--- src/rtl/keypad_pkg.sv ---
// keypad_pkg: shared FSM state encoding and key-code helper for the keypad scanner.
package keypad_pkg;
    typedef enum logic [1:0] {SCAN, PRESS_DB, HELD, REL_DB} kp_state_t;
    function automatic int kp_code(input int row, input int col, input int cols);
        return row * cols + col;
    endfunction
endpackage

--- src/rtl/keypad_tick_gen.sv ---
// keypad_tick_gen: divider producing a one-cycle tick every DIV clock cycles.
//   i_clock  in  system clock
//   i_reset  in  synchronous, active-low
//   o_tick   out one-cycle pulse every DIV cycles
module keypad_tick_gen #(
    parameter int DIV = 250000
) (
    input  logic i_clock,
    input  logic i_reset,
    output logic o_tick
);
    localparam int W = $clog2(DIV);
    logic [W-1:0] r_cnt;
    assign o_tick = r_cnt == W'(DIV - 1);
    always_ff @(posedge i_clock) begin
        if (!i_reset) r_cnt <= '0;
        else          r_cnt <= o_tick ? '0 : r_cnt + 1'b1;
    end
endmodule

--- src/rtl/keypad_matrix_scanner.sv ---
// keypad_matrix_scanner: ROWSxCOLS keypad scanner with debounce and a valid/ready key-event output.
//   i_clock         in  system clock
//   i_reset         in  synchronous, active-low
//   i_keypad_col    in  column sense, active-low, asynchronous
//   o_keypad_row    out row drive, one-cold
//   o_key_valid     out event available
//   i_key_ready     in  consumer accepts the event
//   o_key_code      out row*COLS+col of the event key
//   o_key_down      out a debounced key is currently held
//   o_key_overflow  out one-cycle pulse when an event is dropped
// Define KEYPAD_REPEAT_EN to enable auto-repeat while a key is held.
module keypad_matrix_scanner
    import keypad_pkg::*;
#(
    parameter int ROWS           = 4,
    parameter int COLS           = 4,
    parameter int SCAN_DIV       = 250000,
    parameter int DEBOUNCE_TICKS = 4
`ifdef KEYPAD_REPEAT_EN
    ,
    parameter int REPEAT_DELAY   = 120,
    parameter int REPEAT_RATE    = 30
`endif
) (
    input  logic                            i_clock,
    input  logic                            i_reset,
    input  logic [COLS-1:0]                 i_keypad_col,
    output logic [ROWS-1:0]                 o_keypad_row,
    output logic                            o_key_valid,
    input  logic                            i_key_ready,
    output logic [$clog2(ROWS*COLS)-1:0]    o_key_code,
    output logic                            o_key_down,
    output logic                            o_key_overflow
);
    localparam int CODE_W = $clog2(ROWS * COLS);
    localparam int RW     = $clog2(ROWS);
    localparam int CW     = $clog2(COLS);
    localparam int DW     = $clog2(DEBOUNCE_TICKS + 2);

    logic              w_tick;
    logic [COLS-1:0]   r_col_s1, r_col_s2;
    kp_state_t         r_state, w_state_n;
    logic [RW-1:0]     r_row, w_row_n, w_row_inc;
    logic [CW-1:0]     r_col, w_col_n, w_low_idx;
    logic [DW-1:0]     r_cnt, w_cnt_n, w_cnt_inc;
    logic              r_down, w_down_n;
    logic              w_any_low, w_col_low, w_press_emit, w_rep_emit, w_emit;
    logic              r_valid, r_overflow;
    logic [CODE_W-1:0] r_code;

    keypad_tick_gen #(.DIV(SCAN_DIV)) u_tick (
        .i_clock (i_clock),
        .i_reset (i_reset),
        .o_tick  (w_tick)
    );

    always_ff @(posedge i_clock) begin
        if (!i_reset) begin
            r_col_s1 <= '1;
            r_col_s2 <= '1;
        end else begin
            r_col_s1 <= i_keypad_col;
            r_col_s2 <= r_col_s1;
        end
    end

    assign w_any_low    = ~&r_col_s2;
    assign w_col_low    = ~r_col_s2[r_col];
    assign w_row_inc    = (r_row == RW'(ROWS - 1)) ? '0 : r_row + 1'b1;
    assign w_cnt_inc    = r_cnt + 1'b1;
    assign o_keypad_row = ~(ROWS'(1) << r_row);

    // Lowest-index low column wins when several are pressed together.
    always_comb begin
        w_low_idx = '0;
        for (int c = COLS - 1; c >= 0; c--)
            if (!r_col_s2[c]) w_low_idx = CW'(c);
    end

    always_ff @(posedge i_clock) begin
        if (!i_reset) begin
            r_state <= SCAN;
            r_row   <= '0;
            r_col   <= '0;
            r_cnt   <= '0;
            r_down  <= 1'b0;
        end else begin
            r_state <= w_state_n;
            r_row   <= w_row_n;
            r_col   <= w_col_n;
            r_cnt   <= w_cnt_n;
            r_down  <= w_down_n;
        end
    end

    always_comb begin
        w_state_n    = r_state;
        w_row_n      = r_row;
        w_col_n      = r_col;
        w_cnt_n      = r_cnt;
        w_down_n     = r_down;
        w_press_emit = 1'b0;
        if (w_tick) begin
            case (r_state)
                SCAN: begin
                    if (w_any_low) begin
                        w_col_n   = w_low_idx;
                        w_cnt_n   = DW'(1);
                        w_state_n = PRESS_DB;
                    end else w_row_n = w_row_inc;
                end
                PRESS_DB: begin
                    if (w_col_low) begin
                        w_cnt_n = w_cnt_inc;
                        if (w_cnt_inc >= DW'(DEBOUNCE_TICKS)) begin
                            w_press_emit = 1'b1;
                            w_down_n     = 1'b1;
                            w_state_n    = HELD;
                        end
                    end else w_state_n = SCAN;
                end
                HELD: begin
                    if (!w_col_low) begin
                        w_cnt_n   = DW'(1);
                        w_state_n = REL_DB;
                    end
                end
                default: begin
                    if (!w_col_low) begin
                        w_cnt_n = w_cnt_inc;
                        if (w_cnt_inc >= DW'(DEBOUNCE_TICKS)) begin
                            w_down_n  = 1'b0;
                            w_row_n   = w_row_inc;
                            w_state_n = SCAN;
                        end
                    end else w_state_n = HELD;
                end
            endcase
        end
    end

`ifdef KEYPAD_REPEAT_EN
    localparam int REP_MAX = (REPEAT_DELAY > REPEAT_RATE) ? REPEAT_DELAY : REPEAT_RATE;
    localparam int REP_W   = $clog2(REP_MAX + 1);
    logic [REP_W-1:0] r_rep, w_rep_inc, w_rep_lim;
    logic             r_rep_arm, w_rep_step;
    // The counter is held at zero outside HELD, so every entry to HELD starts a fresh delay.
    assign w_rep_step = w_tick && r_state == HELD && w_col_low;
    assign w_rep_inc  = r_rep + 1'b1;
    assign w_rep_lim  = r_rep_arm ? REP_W'(REPEAT_RATE) : REP_W'(REPEAT_DELAY);
    assign w_rep_emit = w_rep_step && w_rep_inc == w_rep_lim;
    always_ff @(posedge i_clock) begin
        if (!i_reset || r_state != HELD) begin
            r_rep     <= '0;
            r_rep_arm <= 1'b0;
        end else if (w_rep_step) begin
            r_rep     <= w_rep_emit ? '0 : w_rep_inc;
            r_rep_arm <= r_rep_arm | w_rep_emit;
        end
    end
`else
    assign w_rep_emit = 1'b0;
`endif

    assign w_emit = w_press_emit | w_rep_emit;

    // A pending event is never replaced; a colliding emit is reported and dropped.
    always_ff @(posedge i_clock) begin
        if (!i_reset) begin
            r_valid    <= 1'b0;
            r_code     <= '0;
            r_overflow <= 1'b0;
        end else begin
            r_overflow <= w_emit && r_valid;
            if (w_emit && !r_valid) begin
                r_valid <= 1'b1;
                r_code  <= CODE_W'(kp_code(int'(r_row), int'(r_col), COLS));
            end else if (r_valid && i_key_ready) r_valid <= 1'b0;
        end
    end

    assign o_key_valid    = r_valid;
    assign o_key_code     = r_code;
    assign o_key_down     = r_down;
    assign o_key_overflow = r_overflow;
endmodule

--- config.mk ---
export PLATFORM = sky130hd
export DESIGN_NAME = keypad_matrix_scanner
export DESIGN_NICKNAME = d
export VERILOG_FILES = /design/src/rtl/keypad_pkg.sv /design/src/rtl/keypad_tick_gen.sv /design/src/rtl/keypad_matrix_scanner.sv
export SDC_FILE = /design/constraint.sdc
export NUM_CORES = 1
export LEC_CHECK = 0
export ABC_CLOCK_PERIOD_IN_PS = 2300
export BUFFER_PORTS_ARGS = -buffer_cell sky130_fd_sc_hd__buf_2
export CORE_MARGIN = 2
export CORE_UTILIZATION = 58
export DETAILED_ROUTE_END_ITERATION = 6
export PLACE_DENSITY = 0.78
export SLEW_MARGIN = 20
export SYNTH_ARGS = -nofsm -noshare
export SYNTH_HDL_FRONTEND = slang
export SYNTH_SLANG_ARGS = --single-unit
--- constraint.sdc ---
create_clock -name i_clock -period 2.3 [get_ports i_clock]
set_input_delay 0.115 -clock i_clock [delete_from_list [all_inputs] [get_ports i_clock]]
set_output_delay 0.115 -clock i_clock [all_outputs]
set_load 0.05 [all_outputs]
After elaboration in Yosys (flattened, before gate mapping)
Cells that the tools add are included.

storage, ports and cells
  word-level logic and storage cells = 86
  flip-flop bits (word level) = 42

cells by class
  add/subtract/negate cells = 4
  mux-type cells = 34
  reductions and logical operators = 19
  equality and inequality tests = 10
  magnitude comparators = 2
  bitwise gates (word level) = 5
  shift-type cells = 1

operators with widths
  cell                                                   count
  two-way mux 2 bit                                      14
  AND reduction 5 bit                                    4
  adder 18 x 1 -> 18 bit, second input constant          1
  == test 18 bit, second input constant                  1
  two-way mux 3 bit                                      4
  two-way mux 1 bit                                      11
  case mux 3 bit (3 select lines)                        1
  inequality test 2 bit, second input constant           4
  nonzero test 2 bit                                     4
  case mux 2 bit (3 select lines)                        1
  OR reduction 2 bit                                     3
  inequality test 5 x 2 -> 1 bit, second input constant  1
  adder 4 x 2 -> 4 bit                                   1
  == test 2 bit, second input constant                   2
  NOT 1 bit                                              4
  NOT 4 bit                                              1
  case mux 2 bit (2 select lines)                        1
  AND reduction 4 bit                                    1
  left shift 1 x 2 -> 4 bit, first input constant        1
  adder 3 x 1 -> 3 bit, second input constant            1
  >= comparator 3 bit, second input constant             1
  logical AND 1 bit                                      3
  < comparator 2 x 3 -> 1 bit, second input constant     1
  inequality test 3 bit, second input constant           1
  other kinds (8)                                        8

Logic depth before layout (Yosys ltp)
  word-level depth = 8
  mapped depth = 8
  gate-level depth less buffers = 7

By module
A second synthesis with hierarchy kept.

unflattened totals
  cell total of the unflattened synthesis = 222
  area total of the unflattened synthesis = 1998.2 um^2

by module, submodules not included
  module                 cells an instance  area each (um^2)  seq. area each (um^2)  instances
  keypad_matrix_scanner  130                1171.1            480.5                  1
  keypad_tick_gen        92                 827.0             360.3                  1

Worst setup path after synthesis
OpenSTA, ideal clock, no wires.

  path type = reg-to-reg
  from = register r_col[0]
  to = register r_cnt[0]
  period minus slack after synthesis = 1.664 ns
  cell stages (with the launch flop) = 6
  slack = 0.636 ns
  arrival = 1.541 ns
  setup time = 0.124 ns
  data required time = 2.176 ns
  cells stage by stage = dfxtp_1 > mux4_2 > mux2i_2 > nand4_2 > o31ai_1 > a21oi_1

on the way
  cells in the longest elaborated chain, start to end = 4
  elaborated cells on any way between the ends = 6
  those cells by class = 2 x eq/ne; 2 x mux; 2 x reduce/logical

ends and longest elaborated chain
  item                                                                          line                         text
  start: declaration                                                            keypad_matrix_scanner.sv:44  logic [CW-1:0] r_col, w_col_n, w_low_idx;
  start signal: assignment                                                      keypad_matrix_scanner.sv:90  r_col <= w_col_n;
  binary-select mux 1 bit (select 2 bit) *                                      keypad_matrix_scanner.sv:68  assign w_col_low = ~r_col_s2[r_col];
  two-way mux 1 bit (implied by the code) *                                     keypad_matrix_scanner.sv:68
  inequality test 2 bit (no source line) or nonzero test 3 bit (tied branches)  -
  AND reduction 5 bit (no source line) *                                        -
  end signal: assignment                                                        keypad_matrix_scanner.sv:91  r_cnt <= w_cnt_n;
  end: declaration                                                              keypad_matrix_scanner.sv:45  logic [DW-1:0] r_cnt, w_cnt_n, w_cnt_inc;

Every way passes the cells marked *; elsewhere a longest branch is shown, timed or not. The select of a mux whose other input is x is not followed.
A chain may end at the register's enable or synchronous reset.

==> results.md <==
- Fin nets: 250
- # setup viols final: 0
- Synth top area share: 0.431
- Hold endpoint: o_key_valid$_SDFFE_PN0P_
- Syn Inst Count: between 200 and 250
- Setup crit end kind: register
- CTS clk-pin slew, worst paths: 0.12 ns
- Setup TNS: 0 ns
- VDD IR-drop max: 365 uV
- Post-synth EDFFs: 0
- Kind of critical path: reg2reg
- R2R depth: 7
- Met3 wire length: ~90 um
- RSZ-0062 raised after global routing: no
- Detailed-route vias per instance: 5.20
- Power density cells: around 630 nW/um^2
- Area Growth Syn to Fin: 14.0%
- Clock sinks: 42
- Vias in the first global route: 1334
- Worst R2R Start: r_state[0]$_SDFFE_PN0P_
- Clock root cell: clkbuf_4
- Min Hold Slack: ~0.048 ns
- Via count: 1461
- # rows: 21
- Layout cell share with drive strength beyond 1: 0.153
- Power Total: 0.00140 W
- First-pass GRT wire length: 5400 um
- WL met2: 1510 um
- # fillers: 274
- # IOs: 18
- Max-cap violations: 0
- Final wirelength: 3280 um
- Outcome: finished clean
- Starting density of the core: 0.594
- IO Port Bufs: 17
- Synth Cell Area: slightly below 2000 sq um
- Final Hold Fails: 0
- Worst Hold Launch: i_key_ready
- Synth area leaders: dfxtp_1 43%, ha_1 5.8%, xor2_1 4.5%
- Dpl hpwl: 2340 um
- Synth Register Bits: 42
- Sequential fraction of the synthesis area: 0.431
- Chip height: 62.0 um
- CTS buffer count: 5
- Final clock period utilization by the worst path: 0.805
- Post-synth ARST share: 0
- Crit start category: register
- Fin util: 0.677
- Hold Path Cell Cnt: 3
- Syn avg cell area: 9.24 sq um
- Data arrival time of the critical path: 2.15 ns
- Critical path required time: 2.60 ns
- Maximum buffer depth of the clock tree: 2
- Core area: 3280 sq um
- Drt pass-1 iters: 4
- Die X: 62.0 um
- Post-CTS setup buffer count: 0
- H-Tree Depth: 2
- R2r setup slk: 0.45 ns
- DR WL/cell: 11.7 um
- Top-count cell post-synth: dfxtp_1
- LEAKAGE: between 0.8 and 0.9 nW
- Remaining antenna violation count: 0
- Worst min-delay path category: in2reg
- Slew Limit Fails: 0
- Ys flop type: dfxtp_1
- CTS tree: done
- Slew HR: 0.656
- Top sig layer: met4
- DR DRC count: 0
- Synth top cells by count: 42 x dfxtp_1, 23 x nand2_1, 21 x nor2_1
- Largest net degree at the start of global routing: 28
- Fmax: 540 MHz
- Met1 wire length: 1600 um
- Iter 0 DRT Violations: 74
- Clk_skew: around 0.0054 ns
- Initial antenna violation count: 0
- Total GRT Usage: 0.192
- Worst-path fanout max: 8
- Ys Warns: 0
- Area leader, netlist: dfxtp_1
- Syn nets: 227
- GRT overflow: 0
- Antenna cells: 0
- Cell Count, Final, Fillers Out: 281
- Fin crit period: 1.85 ns
- Placed cell count: ~270
- Clk Latency, worst-skew pair: 0.36 ns
- Least-Margin Pin Slew: 0.515 ns
- DIE AREA: 3840 sq um
- RePlAce Congestion: 0.789
- Cell variety after synth: 39
worst max-delay path: stages, from the launching register on:
cell and delay, ns:
dfxtp_1 0.36, inv_1 0.11, ha_1 0.32, inv_1 0.10, or2_2 0.34, and3_1 0.25, nand4_1 0.13, mux2i_1 0.18
registers in the layout, indices dropped and copies added, names as in the netlist, named ones only:
name,count
u_tick.r_cnt,18
o_key_code,4
r_col_s1,4
r_col_s2,4
r_cnt,3
r_col,2
r_row,2
o_key_down,1
o_key_overflow,1
o_key_valid,1
r_state,1
metrics by stage:
step           worst slack, ns  instance area [sq um]
2_1_floorplan            0.636                   1950
5_1_grt                  0.307                   2220
3_5_place_dp             0.471                   2070
6_report                 0.449                   2220
3_3_place_gp             0.507                   2070
4_1_cts                  0.452                   2220
layout by cell type (no fill, tap or decap), types with 2 or more instances in the layout:
master	n
nand4_1	8
nand3_1	11
ha_1	9
inv_1	13
and3_1	7
nor3_1	3
buf_2	17
nor4b_1	2
o21ai_0	4
dlygate4sd3_1	4
nand2b_1	8
a31oi_1	3
nor2b_1	2
a21oi_1	3
nor2_1	21
xor2_1	10
nand2_1	23
dfxtp_1	42
mux2i_1	8
clkbuf_4	5
and4_1	4
bufinv_16	2
xnor2_1	7
per-layer routing:
layer	vias to the layer above	track usage
met5	-	0
met4	0	0.100
met3	8	0.0497
met2	19	0.314
met1	665	0.232
li1	769	-
report_power, final:
group | switching (W) | total, W | internal, W
sequential | 0.00000687 | 0.000745 | 0.000738
clock | 0.000240 | 0.000608 | 0.000368
combinational | 0.0000249 | 0.0000462 | 0.0000212
total | 0.000272 | 0.00140 | 0.00113
cells by family after synthesis:
kind of cell | synth area share
simple gates | 0.284
fa+ha+maj | 0.0578
flops | 0.431
xor+xnor | 0.0764
compound gates | 0.0546
mux | 0.0597
buf+inv | 0.0359
what timing repair did:
| item | CTS | global route |
|---|---|---|
| hold buffers | 4 | 0 |
| resized for setup | 0 | 0 |
| hold endpoints to repair | 4 | 0 |
final cells by class:
| class | count | area, sq um | share of cell area |
|---|---|---|---|
| clock inverter | 2 | 60.1 | 0.0270 |
| tap | 46 | 57.6 | 0.0259 |
| clock buffer | 6 | 51.3 | 0.0231 |
| inverter | 13 | 48.8 | 0.0220 |
| sequential | 42 | 841 | 0.378 |
| timing repair buffer | 21 | 125 | 0.0563 |
| multi-input combinational | 151 | 1040 | 0.467 |
worst max-delay path by stage:
stage	start	endpoint	slack, ns	cells after the start
floorplan	r_col[0]$_SDFFE_PN0P_	r_cnt[0]$_SDFFE_PN0P_	0.64	5
global placement	r_col[0]$_SDFFE_PN0P_	r_cnt[2]$_SDFFE_PN0P_	0.51	5
global route	u_tick.r_cnt[0]$_SDFF_PP0_	u_tick.r_cnt[3]$_SDFF_PP0_	0.31	6
finish	r_state[0]$_SDFFE_PN0P_	register	0.45	7
detailed placement	u_tick.r_cnt[0]$_SDFF_PP0_	u_tick.r_cnt[3]$_SDFF_PP0_	0.47	6
CTS	u_tick.r_cnt[0]$_SDFF_PP0_	u_tick.r_cnt[6]$_SDFF_PP0_	0.45	6
No activity file was read; power rests on OpenSTA's default activity.
